## config.mk

```make
export PLATFORM = sky130hd
export DESIGN_NAME = alu_resp_router
export DESIGN_NICKNAME = d
export VERILOG_FILES = /design/src/rtl/calc1_pkg.sv /design/src/rtl/resp_port_ctr.sv /design/src/rtl/alu_resp_router.sv
export SDC_FILE = /design/constraint.sdc
export NUM_CORES = 1
export LEC_CHECK = 0
export BUFFER_PORTS_ARGS = -buffer_cell sky130_fd_sc_hd__buf_2
export CAP_MARGIN = 20
export CORE_MARGIN = 3
export CORE_UTILIZATION = 40
export DETAILED_ROUTE_END_ITERATION = 10
export SLEW_MARGIN = 30
export SYNTH_ARGS = -nofsm -noshare
export SYNTH_HDL_FRONTEND = slang
export SYNTH_SLANG_ARGS = --single-unit
export TNS_END_PERCENT = 50
```

## constraint.sdc

```tcl
create_clock -name c_clk -period 4.7 [get_ports c_clk]
set_input_delay 0.705 -clock c_clk [delete_from_list [all_inputs] [get_ports c_clk]]
set_output_delay 0.705 -clock c_clk [all_outputs]
set_load 0.005 [all_outputs]
```

## src/rtl/calc1_pkg.sv

```systemverilog
// Shared types and response codes for the calc1 dispatch/response datapath.
package calc1_pkg;

  localparam logic [1:0] RESP_NONE = 2'b00;
  localparam logic [1:0] RESP_OK   = 2'b01;
  localparam logic [1:0] RESP_ERR  = 2'b10;

  localparam int unsigned CALC1_DATA_W = 32;

  typedef logic [1:0] req_id_t;
  typedef logic [1:0] resp_t;

  typedef struct packed {
    resp_t                   resp;
    req_id_t                 req_id;
    logic [CALC1_DATA_W-1:0] data;
  } result_t;

  function automatic logic resp_legal(resp_t r);
    return (r == RESP_OK) || (r == RESP_ERR);
  endfunction

endpackage

```

## src/rtl/resp_port_ctr.sv

```systemverilog
// Per-port outstanding-issue counter, saturating 0..3, with overflow/underflow pulses.
module resp_port_ctr (
  input  logic       c_clk,
  input  logic       reset_n,
  input  logic       inc0,
  input  logic       inc1,
  input  logic       dec,
  output logic [1:0] count,
  output logic       ovf,
  output logic       udf
);

  logic [1:0] cnt_q, cnt_d;
  logic [2:0] sum;

  // Increments are applied first so a same-cycle issue can cover a delivery.
  always_comb begin
    sum = {1'b0, cnt_q} + {2'b00, inc0} + {2'b00, inc1};
    ovf = 1'b0;
    udf = 1'b0;
    if (dec) begin
      if (sum == 3'd0) udf = 1'b1;
      else             sum = sum - 3'd1;
    end
    if (sum > 3'd3) begin
      ovf   = 1'b1;
      cnt_d = 2'd3;
    end else begin
      cnt_d = sum[1:0];
    end
  end

  always_ff @(posedge c_clk or negedge reset_n) begin
    if (!reset_n) cnt_q <= 2'd0;
    else          cnt_q <= cnt_d;
  end

  assign count = cnt_q;

endmodule

```

## src/rtl/alu_resp_router.sv

```systemverilog
// Routes ALU1/ALU2 results to per-port outputs; same-port collisions serialize via a skid entry.
module alu_resp_router
  import calc1_pkg::*;
#(
  parameter int unsigned DATA_W = 32,
  parameter int unsigned PORTS  = 4
) (
  input  logic              c_clk,
  input  logic              reset_n,
  input  logic              iss1_vld,
  input  logic [1:0]        iss1_req_id,
  input  logic              iss2_vld,
  input  logic [1:0]        iss2_req_id,
  input  logic              alu1_vld,
  input  logic [1:0]        alu1_req_id,
  input  logic [1:0]        alu1_resp,
  input  logic [DATA_W-1:0] alu1_data,
  input  logic              alu2_vld,
  input  logic [1:0]        alu2_req_id,
  input  logic [1:0]        alu2_resp,
  input  logic [DATA_W-1:0] alu2_data,
  output logic              resp_stall,
  output logic [1:0]        out_resp1,
  output logic [1:0]        out_resp2,
  output logic [1:0]        out_resp3,
  output logic [1:0]        out_resp4,
  output logic [DATA_W-1:0] out_data1,
  output logic [DATA_W-1:0] out_data2,
  output logic [DATA_W-1:0] out_data3,
  output logic [DATA_W-1:0] out_data4,
  output logic              proto_err,
  output logic              idle
);

  resp_t             resp_q [PORTS];
  resp_t             resp_d [PORTS];
  logic [DATA_W-1:0] data_q [PORTS];
  logic [DATA_W-1:0] data_d [PORTS];
  logic [PORTS-1:0]  dlv, ovf, udf;
  logic [1:0]        cnt [PORTS];

  logic              skid_vld_q, skid_vld_d;
  resp_t             skid_resp_q, skid_resp_d;
  req_id_t           skid_id_q, skid_id_d;
  logic [DATA_W-1:0] skid_data_q, skid_data_d;
  logic              err_q, err_d;
  logic              acc1, acc2, collide, cnt_zero;

  always_comb begin
    // While the skid drains, ALU strobes are protocol violations and are dropped.
    acc1    = alu1_vld & ~skid_vld_q;
    acc2    = alu2_vld & ~skid_vld_q;
    collide = acc1 & acc2 & (alu1_req_id == alu2_req_id);

    skid_vld_d  = collide;
    skid_resp_d = skid_resp_q;
    skid_id_d   = skid_id_q;
    skid_data_d = skid_data_q;
    if (collide) begin
      skid_resp_d = alu2_resp;
      skid_id_d   = alu2_req_id;
      skid_data_d = alu2_data;
    end

    for (int unsigned p = 0; p < PORTS; p++) begin
      dlv[p]    = 1'b0;
      resp_d[p] = RESP_NONE;
      data_d[p] = '0;
      if (skid_vld_q && skid_id_q == req_id_t'(p)) begin
        dlv[p]    = 1'b1;
        resp_d[p] = skid_resp_q;
        data_d[p] = skid_data_q;
      end else if (acc1 && alu1_req_id == req_id_t'(p)) begin
        dlv[p]    = 1'b1;
        resp_d[p] = alu1_resp;
        data_d[p] = alu1_data;
      end else if (acc2 && !collide && alu2_req_id == req_id_t'(p)) begin
        dlv[p]    = 1'b1;
        resp_d[p] = alu2_resp;
        data_d[p] = alu2_data;
      end
      if (resp_d[p] == RESP_NONE) data_d[p] = '0;
    end

    err_d = err_q
          | (skid_vld_q & (alu1_vld | alu2_vld))
          | (acc1 & ~resp_legal(alu1_resp))
          | (acc2 & ~resp_legal(alu2_resp))
          | (|ovf) | (|udf);

    cnt_zero = 1'b1;
    for (int unsigned p = 0; p < PORTS; p++) begin
      if (cnt[p] != 2'd0) cnt_zero = 1'b0;
    end
  end

  for (genvar p = 0; p < PORTS; p++) begin : g_ctr
    resp_port_ctr u_ctr (
      .c_clk   (c_clk),
      .reset_n (reset_n),
      .inc0    (iss1_vld && iss1_req_id == req_id_t'(p)),
      .inc1    (iss2_vld && iss2_req_id == req_id_t'(p)),
      .dec     (dlv[p]),
      .count   (cnt[p]),
      .ovf     (ovf[p]),
      .udf     (udf[p])
    );
  end

  always_ff @(posedge c_clk or negedge reset_n) begin
    if (!reset_n) begin
      for (int unsigned p = 0; p < PORTS; p++) begin
        resp_q[p] <= RESP_NONE;
        data_q[p] <= '0;
      end
      skid_vld_q  <= 1'b0;
      skid_resp_q <= RESP_NONE;
      skid_id_q   <= '0;
      skid_data_q <= '0;
      err_q       <= 1'b0;
    end else begin
      for (int unsigned p = 0; p < PORTS; p++) begin
        resp_q[p] <= resp_d[p];
        data_q[p] <= data_d[p];
      end
      skid_vld_q  <= skid_vld_d;
      skid_resp_q <= skid_resp_d;
      skid_id_q   <= skid_id_d;
      skid_data_q <= skid_data_d;
      err_q       <= err_d;
    end
  end

  assign out_resp1  = resp_q[0];
  assign out_resp2  = resp_q[1];
  assign out_resp3  = resp_q[2];
  assign out_resp4  = resp_q[3];
  assign out_data1  = data_q[0];
  assign out_data2  = data_q[1];
  assign out_data3  = data_q[2];
  assign out_data4  = data_q[3];
  assign resp_stall = skid_vld_q;
  assign proto_err  = err_q;
  assign idle       = cnt_zero & ~skid_vld_q;

endmodule

```

==> results_dict.tcl <==
set metrics [dict create \
    routabilityCongestion 0.791 \
    synth_area_mm2 0.00808 \
    firstDrtPassIters 11 \
    drt-initial-drc-count 1445 \
    crit_required_ns 5.05 \
    r2r-start "resp_stall" \
    synth_ff_type "dfrtp_1" \
    setup_violations 0 \
    min_period_over_period_pct 60.4 \
    synth.top_cells.by_count "dfrtp_1 (182), nor2_1 (142), a222oi_1 (140), clkbuf_1 (51), mux2_2 (36)" \
    crit_path_start "resp_stall" \
    die_h_um 148 \
    min_period_ns 2.84 \
    p_leak_nw 4.87 \
    yosys-top-cells-area "dfrtp_1 (56%), a222oi_1 (17%), nor2_1 (6.6%)" \
    ys_async_sr_fraction_pct 100 \
    powerDensity_mw_per_mm2 417 \
    endpoint "out_data4[5]" \
    cp.arrival_ns 3.19 \
    clock_latency_ns 0.42 \
    cts_sinks 182 \
    min_path_type "input pin to asynchronous set/reset pin" \
    post_cts_resize_count 0 \
    rsz0062_at_grt "false" \
    max_cap_viol_count 0 \
    wirelength_mm 25.7 \
    ys_seq_elements 182 \
    worst_ir_drop_vdd_mv 0.253 \
    synth_edf_count 0 \
    tns_ns 0 \
    grt_max_degree 102 \
    ys_warn_count 0 \
    yosysMostFrequentCell "dfrtp_1" \
    grt_pass1_wl_mm 39.5 \
    dieWidth_um 148 \
    yosysTopAreaCellShare_pct 56.4 \
    regToRegEndpoint "out_data4[5]" \
    tightestPinTransition_ns 0.993 \
    r2r_cells 6 \
    drv_slew 0 \
    final_area_mm2 0.0100 \
    fin_nets 970 \
    postCtsSetupBuffers 0 \
    grt_pass1_vias 6982 \
    ys_seq_area_share_pct 56.4 \
    worstPathMaxFanout 32 \
    synth_nets 784 \
    core_area_mm2 0.0197 \
    syn_avg_cell_area_um2 11.8 \
    std_cell_rows 51 \
    cts_max_level 4 \
    cts_buffers 17 \
    hpwl_mm 15.4 \
    root_buffer "clkbuf_16" \
    area_growth_syn_to_layout_pct 24.2 \
    hold_viol 0 \
    num_vias 7019 \
    overflow 0 \
    placed_area_mm2 0.00941 \
    status "finished with violations" \
    n_antenna_cell 0 \
    clock_skew_ns 0.00920 \
    ios 221 \
    start_util_pct 41.1 \
    synth_cell_types 45 \
    cts_tree "built" \
    antenna_left 0 \
    yosysTopAreaCell "dfrtp_1" \
    relSlewSlack_pct 33.8 \
    r2r_setup_slack_ns 1.86 \
    antenna_found_initial 1 \
    routed_via_density 6.11 \
    fmax_mhz 352 \
    end_kind "flip-flop" \
    crit_type "flip-flop to flip-flop" \
    violations "DRC" \
    startpoint_type "flip-flop" \
    wl_per_cell_um 22.3 \
    die-area_mm2 0.0219 \
    clkTransAtPathRegs_ns 0.07 \
    cts_hold_buf 0 \
    drive_gt1_share_pct 35.6 \
    drc 59 \
    port_buffers 220 \
    clockBufferDepth 2 \
    synthCells 686 \
    track_usage_pct 23.1 \
]
-- state kept, by name (all words and copies together) (netlist names) --
register / cells
resp_stall: 1
g_ctr.u_ctr.count: 8
out_resp2: 2
skid_id_q: 2
skid_resp_q: 2
skid_data_q: 32
out_resp4: 2
out_data4: 32
out_data3: 32
out_resp3: 2
out_resp1: 2
out_data2: 32
proto_err: 1
out_data1: 32
-- layout by cell type (no fill, tap or decap), drive strengths merged, types with 2 or more instances in the layout --
cell    synthesis  routed
a211oi          3       3
a21oi          10      10
a222oi        140     140
and2            3       3
and3            3       3
and3b           3       3
buf            14     231
bufinv          0       4
clkbuf         51      20
clkinv          0       3
dfrtp         182     182
fa              4       4
ha             12      12
inv            19      24
mux2           36      36
mux2i           3       3
nand2           7       7
nand3b          4       4
nand4           2       2
nor2          142     142
nor2b           2       2
nor3           10      10
nor3b           3       3
nor4            3       3
nor4b           2       2
nor4bb          4       4
o21ai           4       4
or2             3       3
xnor2           2       2
xor2            2       2
-- report_power, final --
part	total [mW]	internal [mW]	switching [mW]
clock network	1.53	0.914	0.618
logic	0.762	0.337	0.425
registers	1.89	1.72	0.166
total	4.18	2.98	1.21
-- worst max-delay path: stages (launching register included) --
cell and delay [ns]:
dfrtp_1 0.59, nand4b_1 0.32, a31oi_4 0.81, buf_4 0.37, a222oi_1 0.13, buf_4 0.35, nor2_1 0.18
-- how the worst min path moves through the flow --
| stage | from | to | slack [ns] | cells after the start |
|---|---|---|---|---|
| global route | reset_n | out_data1[8] | 0.35 | 1 |
| global placement | skid_data_q[0] | skid_data_q[0] | 0.57 | 1 |
| detailed placement | skid_data_q[15] | skid_data_q[15] | 0.57 | 1 |
| finish | reset_n | out_data1[4] | 0.31 | 1 |
| floorplan | reset_n | g_ctr[0].u_ctr.count[0] | 0.41 | 0 |
| CTS | reset_n | out_data1[4] | 0.33 | 1 |
-- layer usage --
| metal | part of all wire, % | track usage (%) | wire [um] |
|---|---|---|---|
| met1 | 41 | 31.8 | 10500 |
| met2 | 47 | 36.2 | 12100 |
| met3 | 10 | 6.06 | 2620 |
| met4 | 1.5 | 6.97 | 387 |
| met5 | 0.051 | 0 | 13 |
-- stage by stage --
| stage | setup WS [ns] | util [%] | hold WS [ns] | power [mW] | cells |
|---|---|---|---|---|---|
| after detailed placement | 1.67 | 47.9 | 0.571 | 2.67 | 1118 |
| after global routing | 1.74 | 51.1 | 0.355 | 4.41 | 1149 |
| after floorplan | 2.07 | - | 0.409 | 2.39 | 686 |
| after CTS | 1.89 | 51.1 | 0.329 | 4.20 | 1149 |
| after global placement | 1.71 | 47.9 | 0.566 | 2.65 | 1118 |
| final | 1.86 | 51.1 | 0.306 | 4.18 | 1149 |
-- logic make-up (layout without fill, tap and decap cells) --
| logic type | count (synthesis) | after routing | synth area share, % |
|---|---|---|---|
| fa+ha+maj | 16 | 16 | 2.85 |
| compound gates | 165 | 165 | 19.3 |
| mux | 39 | 39 | 5.39 |
| simple gates | 196 | 196 | 11.1 |
| flops | 182 | 182 | 56.4 |
| xor+xnor | 4 | 4 | 0.434 |
| buf+inv | 84 | 282 | 4.51 |
-- area by class of cell --
type	count	area, um2
Multi-Input combinational cell	420	3240
Timing Repair Buffer	232	1210
Sequential cell	182	4550
Fill cell	1827	9620
Tap cell	265	332
Inverter	19	71.3
Clock buffer	19	443
Clock inverter	12	189
No activity file was read; power rests on OpenSTA's default activity.
